**config.mk**
```make
export PLATFORM = sky130hd
export DESIGN_NAME = alu_exec_stage
export DESIGN_NICKNAME = d
export VERILOG_FILES = /design/src/rtl/alu_pkg.sv /design/src/rtl/alu_core.sv /design/src/rtl/alu_exec_stage.sv
export SDC_FILE = /design/constraint.sdc
export NUM_CORES = 1
export LEC_CHECK = 0
export CAP_MARGIN = 10
export CORE_MARGIN = 3
export CORE_UTILIZATION = 40
export CTS_BUF_LIST = sky130_fd_sc_hd__clkbuf_8 sky130_fd_sc_hd__clkbuf_16
export CTS_CLUSTER_DIAMETER = 40
export DETAILED_ROUTE_END_ITERATION = 7
export PLACE_DENSITY = 0.59
export SETUP_SLACK_MARGIN = 0.02
export SYNTH_ARGS = -nofsm -noshare
export SYNTH_HDL_FRONTEND = slang
export SYNTH_HIERARCHICAL = 1
export SYNTH_SLANG_ARGS = --single-unit
export TNS_END_PERCENT = 1
```
**constraint.sdc**
```tcl
create_clock -name clk -period 4.7 [get_ports clk]
set_input_delay 0.94 -clock clk [delete_from_list [all_inputs] [get_ports clk]]
set_output_delay 0.94 -clock clk [all_outputs]
set_load 0.005 [all_outputs]
```
**src/rtl/alu_pkg.sv**
```systemverilog
// Shared ALUControl code constants and exec-stage FSM encoding.
// Used by the ALU-control decoder, alu_core and alu_exec_stage.
package alu_pkg;

  localparam logic [2:0] ALU_ADD = 3'b010;
  localparam logic [2:0] ALU_SUB = 3'b110;
  localparam logic [2:0] ALU_AND = 3'b000;
  localparam logic [2:0] ALU_OR  = 3'b001;
  localparam logic [2:0] ALU_XOR = 3'b111;
  localparam logic [2:0] ALU_SLL = 3'b100;
  localparam logic [2:0] ALU_SRL = 3'b101;

  typedef enum logic {
    StIdle,
    StShift
  } state_e;

  function automatic logic is_shift_op(input logic [2:0] code);
    return (code == ALU_SLL) || (code == ALU_SRL);
  endfunction

endpackage

```
**src/rtl/alu_core.sv**
```systemverilog
// Combinational ALU datapath. Shift codes pass src_a through unless FAST_SHIFT_EN
// is defined, in which case they use a full barrel shifter.
module alu_core
  import alu_pkg::*;
#(
  parameter int unsigned WIDTH = 32,
  parameter int unsigned SHW   = 5
) (
  input  logic [2:0]       alu_control,
  input  logic [WIDTH-1:0] src_a,
  input  logic [WIDTH-1:0] src_b,
  output logic [WIDTH-1:0] result
);

  always_comb begin
    result = src_a + src_b;
    case (alu_control)
      ALU_SUB: result = src_a + ~src_b + WIDTH'(1);
      ALU_AND: result = src_a & src_b;
      ALU_OR:  result = src_a | src_b;
      ALU_XOR: result = src_a ^ src_b;
`ifdef FAST_SHIFT_EN
      ALU_SLL: result = src_a << src_b[SHW-1:0];
      ALU_SRL: result = src_a >> src_b[SHW-1:0];
`else
      // Iterative build: this path only serves shamt == 0.
      ALU_SLL: result = src_a;
      ALU_SRL: result = src_a;
`endif
      default: result = src_a + src_b;  // ADD and the 011 alias
    endcase
  end

endmodule

```
**src/rtl/alu_exec_stage.sv**
```systemverilog
// Registered ALU execute stage with valid/ready handshake and a one-entry result register.
// Shifts iterate one bit per cycle unless FAST_SHIFT_EN selects the single-cycle barrel shifter.
module alu_exec_stage
  import alu_pkg::*;
#(
  parameter int unsigned WIDTH = 32,
  parameter int unsigned SHW   = 5
) (
  input  logic             clk,
  input  logic             reset,
  input  logic             in_valid,
  output logic             in_ready,
  input  logic [2:0]       alu_control,
  input  logic [WIDTH-1:0] src_a,
  input  logic [WIDTH-1:0] src_b,
  output logic             out_valid,
  input  logic             out_ready,
  output logic [WIDTH-1:0] result,
  output logic             zero,
  output logic             busy
);

`ifdef FAST_SHIFT_EN
  localparam bit FastShift = 1'b1;
`else
  localparam bit FastShift = 1'b0;
`endif

  state_e           state_q, state_d;
  logic [WIDTH-1:0] work_q, work_d;
  logic [WIDTH-1:0] result_q, result_d;
  logic [SHW-1:0]   cnt_q, cnt_d;
  logic             srl_q, srl_d;
  logic             out_valid_q, out_valid_d;
  logic             zero_q, zero_d;

  logic [WIDTH-1:0] core_result;
  logic [WIDTH-1:0] shifted;
  logic [SHW-1:0]   shamt;
  logic             accept;
  logic             start_shift;

  alu_core #(
    .WIDTH (WIDTH),
    .SHW   (SHW)
  ) u_alu_core (
    .alu_control (alu_control),
    .src_a       (src_a),
    .src_b       (src_b),
    .result      (core_result)
  );

  assign shamt       = src_b[SHW-1:0];
  assign accept      = in_valid && in_ready;
  assign start_shift = !FastShift && accept && is_shift_op(alu_control) && (shamt != '0);
  assign shifted     = srl_q ? {1'b0, work_q[WIDTH-1:1]} : {work_q[WIDTH-2:0], 1'b0};

  // FSM state register
  always_ff @(posedge clk) begin
    if (reset) begin
      state_q <= StIdle;
    end else begin
      state_q <= state_d;
    end
  end

  // FSM next state
  always_comb begin
    state_d = state_q;
    unique case (state_q)
      StIdle:  if (start_shift) state_d = StShift;
      StShift: if (cnt_q == SHW'(1)) state_d = StIdle;
    endcase
  end

  // FSM outputs
  always_comb begin
    busy     = (state_q == StShift);
    in_ready = (state_q == StIdle) && (!out_valid_q || out_ready);
  end

  // Datapath next state
  always_comb begin
    work_d      = work_q;
    result_d    = result_q;
    cnt_d       = cnt_q;
    srl_d       = srl_q;
    out_valid_d = out_valid_q;
    if (out_valid_q && out_ready) begin
      out_valid_d = 1'b0;
    end
    if (state_q == StShift) begin
      // Output register is guaranteed empty here; entry required it free or draining.
      work_d = shifted;
      cnt_d  = cnt_q - SHW'(1);
      if (cnt_q == SHW'(1)) begin
        result_d    = shifted;
        out_valid_d = 1'b1;
      end
    end else if (accept) begin
      if (start_shift) begin
        work_d = src_a;
        cnt_d  = shamt;
        srl_d  = (alu_control == ALU_SRL);
      end else begin
        result_d    = core_result;
        out_valid_d = 1'b1;
      end
    end
    zero_d = (result_d == '0);
  end

  always_ff @(posedge clk) begin
    if (reset) begin
      work_q      <= '0;
      result_q    <= '0;
      cnt_q       <= '0;
      srl_q       <= 1'b0;
      out_valid_q <= 1'b0;
      zero_q      <= 1'b0;
    end else begin
      work_q      <= work_d;
      result_q    <= result_d;
      cnt_q       <= cnt_d;
      srl_q       <= srl_d;
      out_valid_q <= out_valid_d;
      zero_q      <= zero_d;
    end
  end

  assign out_valid = out_valid_q;
  assign result    = result_q;
  assign zero      = zero_q;

endmodule
```
---- Word-level counts from Yosys, hierarchy flattened ----
Cells that the tools add are included.
cells by class
  $add $sub $neg .......................... 4
  reductions and logical operators ........ 16
  bitwise logic cells ..................... 5
  mux-type cells .......................... 20
  eq/ne operators ......................... 6
operators with widths
  cell                                                                   number
  32-bit two-way mux                                                     8
  32-bit one-hot mux with 5 select lines                                 1
  32-bit adder                                                           2
  32-bit by 1-bit adder with 32-bit output, second input constant        1
  32-bit bitwise AND                                                     1
  32-bit logical NOT                                                     1
  32-bit inverter                                                        1
  32-bit bitwise OR                                                      1
  32-bit XOR                                                             1
  5-bit two-way mux                                                      3
  3-bit equality test, second input constant                             4
  1-bit two-way mux                                                      7
  5-bit by 1-bit equality test with 1-bit output, second input constant  1
  1-bit logical AND                                                      5
  5-bit nonzero test                                                     1
  5-bit by 1-bit subtractor with 5-bit output, second input constant     1
  2-bit nonzero test                                                     2
  3-bit by 1-bit equality test with 1-bit output, second input constant  1
  3-bit logical NOT                                                      1
  3-bit AND reduction                                                    1
  1-bit logical OR                                                       2
  1-bit one-hot mux with 2 select lines                                  1
  2-bit AND reduction                                                    1
  2-bit OR reduction                                                     1
  other kinds (2)                                                        2
word-level totals
  logic and storage cells ................. 58
  output and inout port bits .............. 36
  input port bits ......................... 71
  register bits ........................... 73

---- Logic depth before layout (Yosys ltp) ----
  depth in word-level cells ............... 10
  gate-level depth with buffers ........... 18
  depth with buffers taken out ............ 18

---- Cells and area by module ----
Netlist, hierarchy kept.
modules (own cells, without submodules)
  module          times used  cells each  area an instance (µm²)  seq. area each (µm²)
  alu_core        1           775         5054.8                  0.0
  alu_exec_stage  1           474         3992.6                  1461.4

---- Least setup slack after synthesis ----
Ideal clock, no wire load.
  kind .................................... input -> register
  from .................................... input src_a[0]
  to ...................................... register zero_q, in the netlist zero
  arrival ................................. 3968 ps
  data required time ...................... 4639 ps
  slack ................................... 671 ps
  library setup time ...................... 61 ps
  path buffers ............................ 0
  stages .................................. 18
  cell sequence ........................... inv_1 -> ha_1 -> inv_1 -> fa_1 -> nor2b_1 -> o211ai_1 -> a211oi_1 -> nor3_1 -> o211ai_1 -> a31oi_1 -> a21oi_1 -> mux2i_1 -> a211o_1 -> a31oi_1 -> a22o_1 -> nand4_1 -> nor4_1 -> and4b_1
between the ends
  cells in the longest elaborated chain, start to end .. 7
  elaborated cells between the ends (all ways) .. 11
  those cells by class .................... 3 x add/sub; 4 x mux; 3 x bitwise; 1 x reduce/logical
RTL lines
  item                                      RTL line               source
  from (decl)                               alu_exec_stage.sv:14   input logic [WIDTH-1:0] src_a,
  32-bit adder                              alu_core.sv:18         ALU_SUB: result = src_a + ~src_b + WIDTH'(1);
  32-bit by 1-bit adder with 32-bit output  alu_core.sv:18
  32-bit one-hot mux with 5 select lines *  alu_core.sv:17         case (alu_control)
  via core_result[30]                       alu_exec_stage.sv:37   logic [WIDTH-1:0] core_result;
  32-bit two-way mux *                      alu_exec_stage.sv:101  if (start_shift) begin
  32-bit two-way mux *                      alu_exec_stage.sv:100  end else if (accept) begin
  32-bit two-way mux *                      alu_exec_stage.sv:92   if (state_q == StShift) begin
  32-bit logical NOT *                      alu_exec_stage.sv:110  zero_d = (result_d == '0);
  to (signal assigned)                      alu_exec_stage.sv:127  zero_q <= zero_d;
  to (decl)                                 alu_exec_stage.sv:35   logic zero_q, zero_d;
The timed path passes the listed nets; every way through them passes the cells marked *.
A chain may end at the register's enable or synchronous reset.

---- Worst setup path after layout ----
  from .................................... input src_b[1]
  to ...................................... register zero_q, in the netlist zero
between the ends
  cells in the longest elaborated chain, start to end .. 8
  elaborated cells between the ends (all ways) .. 14
  those cells by class .................... 3 x add/sub; 4 x mux; 4 x bitwise; 3 x reduce/logical
RTL lines
  item                                      RTL line               source
  from (decl)                               alu_exec_stage.sv:15   input logic [WIDTH-1:0] src_b,
  32-bit inverter                           alu_core.sv:18
  32-bit adder                              alu_core.sv:18
  32-bit by 1-bit adder with 32-bit output  alu_core.sv:18
  32-bit one-hot mux with 5 select lines *  alu_core.sv:17
  via core_result[24]                       alu_exec_stage.sv:37
  32-bit two-way mux *                      alu_exec_stage.sv:101
  32-bit two-way mux *                      alu_exec_stage.sv:100
  32-bit two-way mux *                      alu_exec_stage.sv:92
  32-bit logical NOT *                      alu_exec_stage.sv:110
Marks and branches as above.

==> summary.md <==
| Metric | Value |
|---|---|
| Fin Setup TNS | 0 ns |
| HP Class | flip-flop to flip-flop |
| Area leader, netlist | dfxtp_1 |
| Synth area leaders | dfxtp_1 (16%), ha_1 (13%), a21oi_1 (7.9%) |
| Residual DRC | 0 |
| P_leak | between 0.005 and 0.006 µW |
| Pre-antenna DRT Iters | 7 |
| Num CTS Buffers | 9 |
| Vias/cell | around 6 |
| DR WL met2 | ~15,000 µm |
| VDD IR-drop max | ~0.17 mV |
| Synth top area share | 0.162 |
| Syn_nets | roughly 1,400 |
| Synth Warn # | 6 |
| CTS Sinks | 73 |
| Ys async rst share | 0 |
| Synthesis-stage register bit count | 73 |
| Total grt overflow | 0 |
| Critical Path Max Stage Delay | slightly below 0.5 ns |
| RR Endpoint | zero |
| Crit path capture type | flip-flop |
| Maxcap violations | 0 |
| DR WL/cell | approximately 19 µm |
| Ys flop type | dfxtp_1 |
| Critical Path Fanout Max | 4 |
| Max Clk Rate | 224 MHz |
| Die Width | between 150 and 200 µm |
| Clock power frac | 0.269 |
| CTS tree | built |
| GPL Wtd Cong | between 0.9 and 1 |
| DRT met1 WL | around 16,000 µm |
| Final min period | 4.47 ns |
| Register area share after synthesis | 0.162 |
| DR vias | roughly 10,000 |
| Critical Path Start | src_b[1] |
| WL final | around 33,000 µm |
| Crit path cell chain | clkdlybuf4s50_1 -> inv_1 -> fa_2 -> nor2b_2 -> o211ai_1 -> buf_4 -> a21oi_1 -> nor2_1 -> a31oi_1 -> buf_4 -> a31oi_2 -> o21ai_0 -> nand3_1 -> o31ai_1 -> a31oi_1 -> a22o_1 -> nand4_1 -> nor4_2 -> and4b_1 |
| Largest delay share family, worst path | compound AO/OA/AOI/OAI gates |
| Post-route ant nets | 0 |
| Syn Area/Cell | between 7 and 8 µm² |
| Fin crit share | 0.951 |
| IO Count | 107 |
| Starting Density | 0.411 |
| Crit path depth | 19 |
| Worst slew pin tran | around 1.1 ns |
| WHS | ~0.45 ns |
| Clock Root Buffer | clkbuf_16 |
| Antenna violations before repair | 0 |
| CTS max path bufs | 2 |
| Flop pwr share | 0.264 |
| Worst r2r src | out_valid |
| R2R depth | 7 |
| Nets | approximately 1,600 |
| NetSw | 1010 µW |
| Non-filler instance count after layout | about 1,700 |
| Most frequent cell after synthesis | a21oi_1 |
| Clk_skew | between 0.006 and 0.007 ns |
| GRT Overall Usage | 0.260 |
| Crit path max-delay cell type | clkdlybuf4s50_1 |
| Switch share | 0.371 |
| RSZ-0062 raised after global routing | no |
| ANT cells | 0 |
| Clk_lat worst skew | 0.34 ns |
| Final setup viols | 0 |
| Die Y | 156 µm |
| Die footprint | approximately 24,000 µm² |
| Core Area | roughly 22,000 µm² |
| Syn Inst Count | 1,249 |
| Crit path launch type | primary input |
| Cell area after synthesis | just over 9000 µm² |
| CP endpoint | zero |
| Metal3 WL | approximately 2300 µm |
| Pwr dens | roughly 230 nW/µm² |
| Number of port buffers | between 100 and 150 |
| Buffers and inverters on the worst path | 4 |
| Max Used Layer | met4 |
| Rel. slew slack | 0.242 |
| Largest net degree at the start of global routing | between 90 and 100 |
| Endpoints failing hold | 0 |
| Post-synth EDFFs | 0 |
| Gate power share | 0.467 |
| Hold_buf cts | 0 |
| Register-to-register setup slack | around 2.1 ns |
| Int Pwr | 1710 µW |
| CP required | 4.98 ns |
| CTS H-tree lvls | 3 |
| Share of layout cells above drive strength 1 | 0.180 |
| Number of library cell types mapped by synthesis | between 70 and 80 |
| Max Slew Vio Count | 0 |
| Critical path class | primary input to flip-flop |
| Vias in the first global route | about 9,300 |
| Pwr Total | ~2700 µW |
| Synth top cells by count | a21oi_1 (142), nor2_1 (128), inv_1 (98), ha_1 (97), nand2_1 (86) |
| Status | complete, no violations |
| Placed cell count | approximately 1,700 |
| HPWL after detailed placement | between 20,000 and 30,000 µm |
| First-pass GRT wire length | 51,200 µm |
| Row cnt | 54 |
| CP arrival | 4.75 ns |
| P&R area growth vs syn | 29.9% |
| Drt initial violations | 861 |
| Clock-pin transition on the worst setup and hold timing paths | around 0.060 ns |
[per-stage QoR]
step                cell area, µm²  worst slack [ns]  utilization
CTS                          11600            0.0420        0.525
floorplan                     9050             0.671            -
finish                       11700             0.232        0.533
global route                 11700            0.0310        0.533
detailed placement           11200            -0.406        0.510
global placement             11200            -0.374        0.510
[worst min path at each step]
stage | from | endpoint | slack, ns | cells after the start
global route | work_q[0] | work_q[0] | 0.48 | 2
global placement | work_q[31] | work_q[31] | 0.44 | 2
floorplan | work_q[31] | work_q[31] | 0.43 | 2
finish | work_q[0] | work_q[0] | 0.45 | 2
detailed placement | work_q[0] | work_q[0] | 0.45 | 2
CTS | work_q[0] | work_q[0] | 0.46 | 2
[placed cells by master, fill, tap and decap left out, drive strengths merged, types with 9 or more instances in the layout]
cell type      synthesis  final
xnor2                 18     18
a22o                  28     28
nor2                 129    129
buf                   31    176
clkdlybuf4s50          0     99
dfxtp                 73     73
o21ai                 75     75
a31oi                 38     38
a22oi                 28     28
nand4                 13     13
nand2                 86     86
mux2i                 38     38
o211ai                15     15
nand3                 15     15
nor4                  10     10
ha                    97     97
nor2b                 18     18
o31ai                 10     10
clkbuf                63      9
inv                   99    100
a21oi                143    143
mux2                  28     28
a211oi                59     59
o21bai                16     16
a21o                  13     13
[cells by family after synthesis]
| logic type | count (synthesis) | synth area share |
|---|---|---|
| multiplexers | 66 | 0.0769 |
| adder cells (fa/ha/maj) | 99 | 0.139 |
| AO/OA/AOI/OAI | 480 | 0.347 |
| XOR/XNOR | 24 | 0.0232 |
| AND/OR/NAND/NOR | 311 | 0.158 |
| flip-flops | 73 | 0.162 |
| buffers and inverters | 196 | 0.0950 |
[power groups by stage]
stage / combinational, µW / clock [µW] / sequential, µW
after global placement: 1210 / 0 / 729
after detailed placement: 1210 / 0 / 730
final: 1270 / 733 / 718
after floorplan: 706 / 0 / 711
after CTS: 1220 / 743 / 717
after global routing: 1380 / 762 / 723
[registers in the layout (all words and copies together) (netlist names)]
name	cells
busy	1
out_valid	1
srl_q	1
zero	1
work_q	32
cnt_q	5
result	32
[final cells by class]
type                       count  area, µm²
clock buffer                   9        225
clock inverter                 6       85.1
fill                        2175      10300
inverter                     101        379
multi-input combinational    980       6890
sequential                    73       1470
tap                          280        350
timing repair buffer         278       2350
[routing by layer]
layer	vias to the layer above	GRT usage
met4	0	0.0638
met1	4799	0.376
li1	4920	-
met3	45	0.0426
met5	-	0
met2	411	0.404
[worst register-to-register path, stage by stage (launching register included)]
cell and delay, ns:
dfxtp_1 0.31, nand2b_1 0.11, and3b_1 0.70, nand2_1 0.35, mux2_1 0.39, o21ai_0 0.22, nand3_1 0.17, and4b_1 0.26
[repair_timing]
| item | in CTS | in global routing |
|---|---|---|
| endpoints found under the hold margin | 0 | 0 |
| setup buffers | 1 | 4 |
| pin swaps | 2 | 19 |
| setup endpoints to repair | 1 | 2 |
| resized for setup | 4 | 29 |
(Power assumes the default switching activity.)
